$ cat src/rtl/uart_pkg.sv
// Shared types and constants for the UART receiver: FSM state encoding,
// oversampling constants and the baud divider calculation.
package uart_pkg;

  localparam int OVERSAMPLE = 16;

  // Tick indices within one 16-tick bit period.
  localparam logic [3:0] TICK_EARLY = 4'd7;
  localparam logic [3:0] TICK_MID   = 4'd8;
  localparam logic [3:0] TICK_LATE  = 4'd9;
  localparam logic [3:0] TICK_LAST  = 4'(OVERSAMPLE - 1);

  typedef enum logic [2:0] {
    IDLE,
    START,
    DATA,
`ifdef UART_RX_PARITY_EN
    PARITY,
`endif
    STOP
  } rx_state_e;

  // Clock cycles per oversample tick, never below one.
  function automatic int calc_div(input int clk_hz, input int baud);
    int div;
    div = clk_hz / (OVERSAMPLE * baud);
    return (div < 1) ? 1 : div;
  endfunction

endpackage

$ cat src/rtl/uart_rx_fifo.sv
// Receive FIFO: power-of-two depth, extra pointer bit for full/empty,
// drops writes on full unless a pop happens in the same cycle.
module uart_rx_fifo #(
  parameter int WIDTH = 8,
  parameter int DEPTH = 4
) (
  input  logic             clk,
  input  logic             rst_n,
  input  logic             i_wr_en,
  input  logic [WIDTH-1:0] i_wr_data,
  input  logic             i_rd_en,
  output logic [WIDTH-1:0] o_rd_data,
  output logic             o_empty,
  output logic             o_full,
  output logic             o_overrun
);

  localparam int AW = $clog2(DEPTH);

  logic [AW:0]      r_wr_ptr;
  logic [AW:0]      r_rd_ptr;
  logic             r_overrun;
  logic [WIDTH-1:0] r_mem [DEPTH];
  logic             w_pop;
  logic             w_push;

  assign o_empty = (r_wr_ptr == r_rd_ptr);
  assign o_full  = (r_wr_ptr[AW] != r_rd_ptr[AW]) &&
                   (r_wr_ptr[AW-1:0] == r_rd_ptr[AW-1:0]);
  assign w_pop   = i_rd_en && !o_empty;
  assign w_push  = i_wr_en && (!o_full || w_pop);

  always_ff @(posedge clk or negedge rst_n) begin
    if (!rst_n) begin
      r_wr_ptr  <= '0;
      r_rd_ptr  <= '0;
      r_overrun <= 1'b0;
    end else begin
      if (w_push) r_wr_ptr <= r_wr_ptr + (AW+1)'(1);
      if (w_pop)  r_rd_ptr <= r_rd_ptr + (AW+1)'(1);
      r_overrun <= i_wr_en && o_full && !w_pop;
    end
  end

  // NOTE: storage has no reset; only the pointers define which entries are valid.
  always_ff @(posedge clk) begin
    if (w_push) r_mem[r_wr_ptr[AW-1:0]] <= i_wr_data;
  end

  assign o_rd_data = o_empty ? '0 : r_mem[r_rd_ptr[AW-1:0]];
  assign o_overrun = r_overrun;

endmodule

$ cat src/rtl/uart_rx.sv
// UART receiver: 16x oversampling, 2-of-3 majority per bit, receive FIFO.
// Optional parity bit is compiled in with `define UART_RX_PARITY_EN.
module uart_rx
  import uart_pkg::*;
#(
  parameter int CLK_HZ     = 50000000,
  parameter int BAUD       = 115200,
  parameter int DATA_BITS  = 8,
  parameter int STOP_BITS  = 1,
  parameter int FIFO_DEPTH = 4
`ifdef UART_RX_PARITY_EN
  , parameter bit PARITY_ODD = 1'b0
`endif
) (
  input  logic       clk,
  input  logic       rst_n,
  input  logic       rx,
  output logic [7:0] rx_data,
  output logic       rx_valid,
  input  logic       rx_ready,
  output logic       frame_err,
  output logic       overrun_err,
  output logic       parity_err
);

  localparam int              DIV       = calc_div(CLK_HZ, BAUD);
  localparam int              DIV_W     = (DIV > 1) ? $clog2(DIV) : 1;
  localparam logic [DIV_W-1:0] DIV_LAST = DIV_W'(DIV - 1);
  localparam logic [2:0]      DATA_LAST = 3'(DATA_BITS - 1);
  localparam logic            STOP_LAST = 1'(STOP_BITS - 1);

  rx_state_e        r_state;
  rx_state_e        w_state_nxt;
  logic [1:0]       r_sync;
  logic             r_rx_prev;
  logic [1:0]       r_flush;
  logic [DIV_W-1:0] r_div_cnt;
  logic [3:0]       r_tick_cnt;
  logic [1:0]       r_samp;
  logic [2:0]       r_bit_cnt;
  logic             r_stop_cnt;
  logic [7:0]       r_shift;
  logic             r_wr_en;
  logic             r_frame_err;
  logic             w_rx;
  logic             w_fall;
  logic             w_start;
  logic             w_tick;
  logic             w_mid;
  logic             w_end;
  logic             w_bit;
  logic             w_capture;
  logic             w_wr_d;
  logic             w_frame_err_d;
  logic             w_fifo_empty;
  logic             w_fifo_full;

  // The flush counter ignores edges until the synchroniser holds real line values,
  // so releasing reset onto a low line does not look like a start bit.
  always_ff @(posedge clk or negedge rst_n) begin
    if (!rst_n) begin
      r_sync    <= 2'b11;
      r_rx_prev <= 1'b1;
      r_flush   <= 2'd0;
    end else begin
      // NOTE: sequential state uses non-blocking assignments so every flop samples pre-edge values.
      r_sync    <= {r_sync[0], rx};
      r_rx_prev <= r_sync[1];
      if (r_flush != 2'd3) r_flush <= r_flush + 2'd1;
    end
  end

  assign w_rx    = r_sync[1];
  assign w_fall  = (r_flush == 2'd3) && r_rx_prev && !w_rx;
  assign w_start = (r_state == IDLE) && w_fall;
  assign w_tick  = (r_div_cnt == DIV_LAST);
  assign w_mid   = w_tick && (r_tick_cnt == TICK_LATE);
  assign w_end   = w_tick && (r_tick_cnt == TICK_LAST);
  assign w_bit   = (r_samp[0] & r_samp[1]) | (r_samp[0] & w_rx) | (r_samp[1] & w_rx);

`ifdef UART_RX_PARITY_EN
  logic w_par_bad;
  logic r_parity_err;
  assign w_par_bad = w_bit ^ (^r_shift) ^ PARITY_ODD;
`endif

  always_ff @(posedge clk or negedge rst_n) begin
    if (!rst_n) r_state <= IDLE;
    else        r_state <= w_state_nxt;
  end

  always_comb begin
    // NOTE: default assignment first keeps this block free of inferred latches.
    w_state_nxt = r_state;
    case (r_state)
      IDLE:  if (w_fall) w_state_nxt = START;
      START: begin
        if (w_tick && (r_tick_cnt == TICK_MID) && w_rx) w_state_nxt = IDLE;
        else if (w_end)                                  w_state_nxt = DATA;
      end
      DATA: begin
`ifdef UART_RX_PARITY_EN
        if (w_end && (r_bit_cnt == DATA_LAST)) w_state_nxt = PARITY;
`else
        if (w_end && (r_bit_cnt == DATA_LAST)) w_state_nxt = STOP;
`endif
      end
`ifdef UART_RX_PARITY_EN
      PARITY: begin
        if (w_mid && w_par_bad) w_state_nxt = IDLE;
        else if (w_end)         w_state_nxt = STOP;
      end
`endif
      STOP:    if (w_mid && (!w_bit || (r_stop_cnt == STOP_LAST))) w_state_nxt = IDLE;
      default: w_state_nxt = IDLE;
    endcase
  end

  always_comb begin
    w_capture     = (r_state == DATA) && w_mid;
    w_frame_err_d = (r_state == STOP) && w_mid && !w_bit;
    w_wr_d        = (r_state == STOP) && w_mid && w_bit && (r_stop_cnt == STOP_LAST);
  end

  always_ff @(posedge clk or negedge rst_n) begin
    if (!rst_n) begin
      r_div_cnt   <= '0;
      r_tick_cnt  <= 4'd0;
      r_samp      <= 2'b11;
      r_bit_cnt   <= 3'd0;
      r_stop_cnt  <= 1'b0;
      r_shift     <= 8'd0;
      r_wr_en     <= 1'b0;
      r_frame_err <= 1'b0;
    end else begin
      r_wr_en     <= w_wr_d;
      r_frame_err <= w_frame_err_d;
      if (w_start || w_tick) r_div_cnt <= '0;
      else                   r_div_cnt <= r_div_cnt + DIV_W'(1);
      if (w_start) begin
        r_tick_cnt <= 4'd0;
        r_bit_cnt  <= 3'd0;
        r_stop_cnt <= 1'b0;
        r_shift    <= 8'd0;
      end else if (w_tick) begin
        r_tick_cnt <= r_tick_cnt + 4'd1;
        if (r_tick_cnt == TICK_EARLY) r_samp[0] <= w_rx;
        if (r_tick_cnt == TICK_MID)   r_samp[1] <= w_rx;
        if (w_capture)                r_shift[r_bit_cnt] <= w_bit;
        if ((r_state == DATA) && w_end) r_bit_cnt  <= r_bit_cnt + 3'd1;
        if ((r_state == STOP) && w_end) r_stop_cnt <= 1'b1;
      end
    end
  end

`ifdef UART_RX_PARITY_EN
  always_ff @(posedge clk or negedge rst_n) begin
    if (!rst_n) r_parity_err <= 1'b0;
    else        r_parity_err <= (r_state == PARITY) && w_mid && w_par_bad;
  end
  assign parity_err = r_parity_err;
`else
  assign parity_err = 1'b0;
`endif

  uart_rx_fifo #(
    .WIDTH (8),
    .DEPTH (FIFO_DEPTH)
  ) u_fifo (
    .clk       (clk),
    .rst_n     (rst_n),
    .i_wr_en   (r_wr_en),
    .i_wr_data (r_shift),
    .i_rd_en   (rx_ready),
    .o_rd_data (rx_data),
    .o_empty   (w_fifo_empty),
    .o_full    (w_fifo_full),
    .o_overrun (overrun_err)
  );

  assign rx_valid  = !w_fifo_empty;
  assign frame_err = r_frame_err;

endmodule

$ cat config.mk
export PLATFORM = sky130hd
export DESIGN_NAME = uart_rx
export DESIGN_NICKNAME = d
export VERILOG_FILES = /design/src/rtl/uart_pkg.sv /design/src/rtl/uart_rx_fifo.sv /design/src/rtl/uart_rx.sv
export SDC_FILE = /design/constraint.sdc
export NUM_CORES = 1
export LEC_CHECK = 0
export ABC_AREA = 1
export BUFFER_PORTS_ARGS = -buffer_cell sky130_fd_sc_hd__buf_2
export CELL_PAD_IN_SITES_DETAIL_PLACEMENT = 1
export CELL_PAD_IN_SITES_GLOBAL_PLACEMENT = 1
export CORE_ASPECT_RATIO = 0.5
export CORE_UTILIZATION = 43
export DETAILED_ROUTE_END_ITERATION = 12
export PLACE_DENSITY = 0.85
export SETUP_SLACK_MARGIN = 0.02
export SYNTH_ARGS = -nofsm -noshare
export SYNTH_HDL_FRONTEND = slang
export SYNTH_HIERARCHICAL = 1
export SYNTH_SLANG_ARGS = --single-unit
export TNS_END_PERCENT = 30
$ cat constraint.sdc
create_clock -name clk -period 1.5 [get_ports clk]
set_clock_uncertainty 0.05 [all_clocks]
set_input_delay 0.15 -clock clk [delete_from_list [all_inputs] [get_ports clk]]
set_output_delay 0.15 -clock clk [all_outputs]
set_load 0.03 [all_outputs]
==> impl_metrics.toml <==
[critical_path]
cp.buffers_inverters = 4
critical_path_class = "register to output pin"
crit_chain = "inv_4, buf_12, nor2_1, o21ai_1, nand2_1, inv_2, buf_6"
slowest_stage = "dfrtp_2"
path_delay_family = "buffers and inverters"
crit_fanout = 16
endpoint_kind = "output pin"
start_kind = "register"
cp.arrival_ps = 1720
cp.required_ps = 1300
slowest_delay_ps = 490

[synthesis]
synth_warnings = 6
synth_area_per_cell_um2 = 9.67
synth.cell_area_um2 = 3400
postSynthCellCount = 352
synth_nets = 369

[clock_tree]
cts_buffers = 9
h-tree-depth = 3
cts.sinks = 71
clk_path_buf_depth = 2
cts_tree = "built"
clk_pin_slew_ps = 60
worstSkewPairLatency_ps = 350
cts-root-buf = "clkbuf_16"

[floorplanning]
ioPinCount = 16
coreArea_um2 = 7490
rows = 22
die_w_um = 128
die-area_um2 = 8300
die_h_um = 64.9
start_util_pct = 45.5

[sta]
slew_violations = 0
setup-tns-final_ps = -13590
layout_min_cycle_time_ps = 1920
setup_viol = 66
finalHoldViolCount = 0
max_freq_ghz = 0.520
setup_ws_ps = -423
grt_setup_unrepaired = "yes"
period_share_pct = 128

[power_and_ir_drop]
ir_drop_uv = 1210
power_density_nw_per_um2 = 1270
p_leak_nw = 2.22

[grt]
overflow = 0
grt_max_degree = 21
grt_antenna_before_repair = 0
grt_first_pass_wirelength_um = 19300
met3_usage_pct = 6.94
grtUsageTotal_pct = 32.7
grt_pass1_vias = 3342
met1_usage_pct = 36.1
top_usage_layer = "met2"
grt_use_met2_pct = 56.9

[routing]
drtPass1Iterations = 4
via_count = 3186
avgViaCountPerCell = 6.02
drt-total-wl_um = 14300
drtIter0Drc = 213
wl_per_cell_um = 27.1
remaining_drc_errors = 0
ant_nets = 0

[placement]
dp_cells = 489
place_congestion = 0.842
portBuffers = 14
dp_hpwl_um = 5780

[finish]
fillers = 767
fin_cells = 529
antenna_cells = 0
area_growth_pct = 44.3
regArea_um2 = 1950
num-nets-final = 433
layout-drive-gt1-share_pct = 45.6
multi_input_area_um2 = 1690

[run_status]
status = "complete, but fails checks"
violations = "setup timing"

[min_path]
hold_class = "primary input to register"

[job]
max_cap_violations = 0
## cell usage in the layout (no fill, tap or decap), types with 10 or more instances in the layout
cell type / count
buf_4: 32
buf_6: 14
dfrtp_1: 29
edfxtp_1: 32
inv_1: 24
inv_2: 13
nand2_1: 50
nand2_2: 10
nand3_1: 13
nand3_2: 13
nor2_1: 29
nor2_4: 18
o21ai_1: 21
o21ai_2: 12
## power by group
group          switching, mW  internal [mW]
sequential             0.170           2.13
clock                  0.937           1.97
combinational          0.625          0.380
## state kept, by name (all words and copies together), names as in the netlist, 3 cells and up
name             flops
u_fifo/r_rd_ptr      3
r_div_cnt            5
r_bit_cnt            3
u_fifo/r_wr_ptr      3
r_shift              8
r_tick_cnt           4
u_fifo/r_mem        32
## routing by layer
metal	share of wire, %	vias to the layer above	routed length [µm]
met2	48	205	6850
met3	5.8	88	832
li1	-	1290	-
met4	7.2	0	1040
met1	39	1603	5600
met5	0	-	0
## metrics by stage
stage	power [mW]	utilization [%]	worst slack (ps)	hold slack, ps	area (µm²)
2_1_floorplan	2.68	-	-135	-196	3400
3_3_place_gp	2.81	49.7	-10.6	78.8	3720
3_5_place_dp	2.88	49.7	-126	85.8	3720
4_1_cts	5.83	60.9	-314	73.6	4560
5_1_grt	6.34	65.6	-488	115	4910
6_report	6.22	65.6	-423	114	4910
## worst reg2reg max path, delay by kind of cell, from the launching register on
family	cells	cell delay, ps
buffers and inverters	4	610
adder cells (fa/ha/maj)	1	250
AND/OR/NAND/NOR	1	130
flip-flops	1	440
## layout make-up
cell class,instances,area share [%]
inverters,40,3.21
clock buffers,9,4.58
multi-input cells,233,34.5
repair buffers,61,11.9
clock inverters,7,3.41
well taps,108,2.75
flip-flops and latches,71,39.7
## path summary, 6_finish.rpt
kind,cells past startpoint,to,startpoint,slack [ps]
worst max-delay path,7,rx_data[6],u_fifo/r_rd_ptr[0],-420
worst min-delay path,3,u_fifo/r_rd_ptr[1],rx_ready,110
worst max register to register,6,u_fifo/r_mem[0][7],u_fifo/r_wr_ptr[1],-300
worst min register to register,0,r_sync[1],r_sync[0],300
max in group asynchronous,3,u_fifo/r_rd_ptr[1],rst_n,640
min in group asynchronous,2,r_flush[0],rst_n,250
## timing repair
action	CTS	global route
resized for setup	96	95
pin swaps	17	26
hold buffers	2	0
setup buffers	14	7
hold endpoints to repair	15	0
endpoints found under the setup margin	62	75
cloned	2	0
Note: power is estimated with default switching activity, not from simulation.
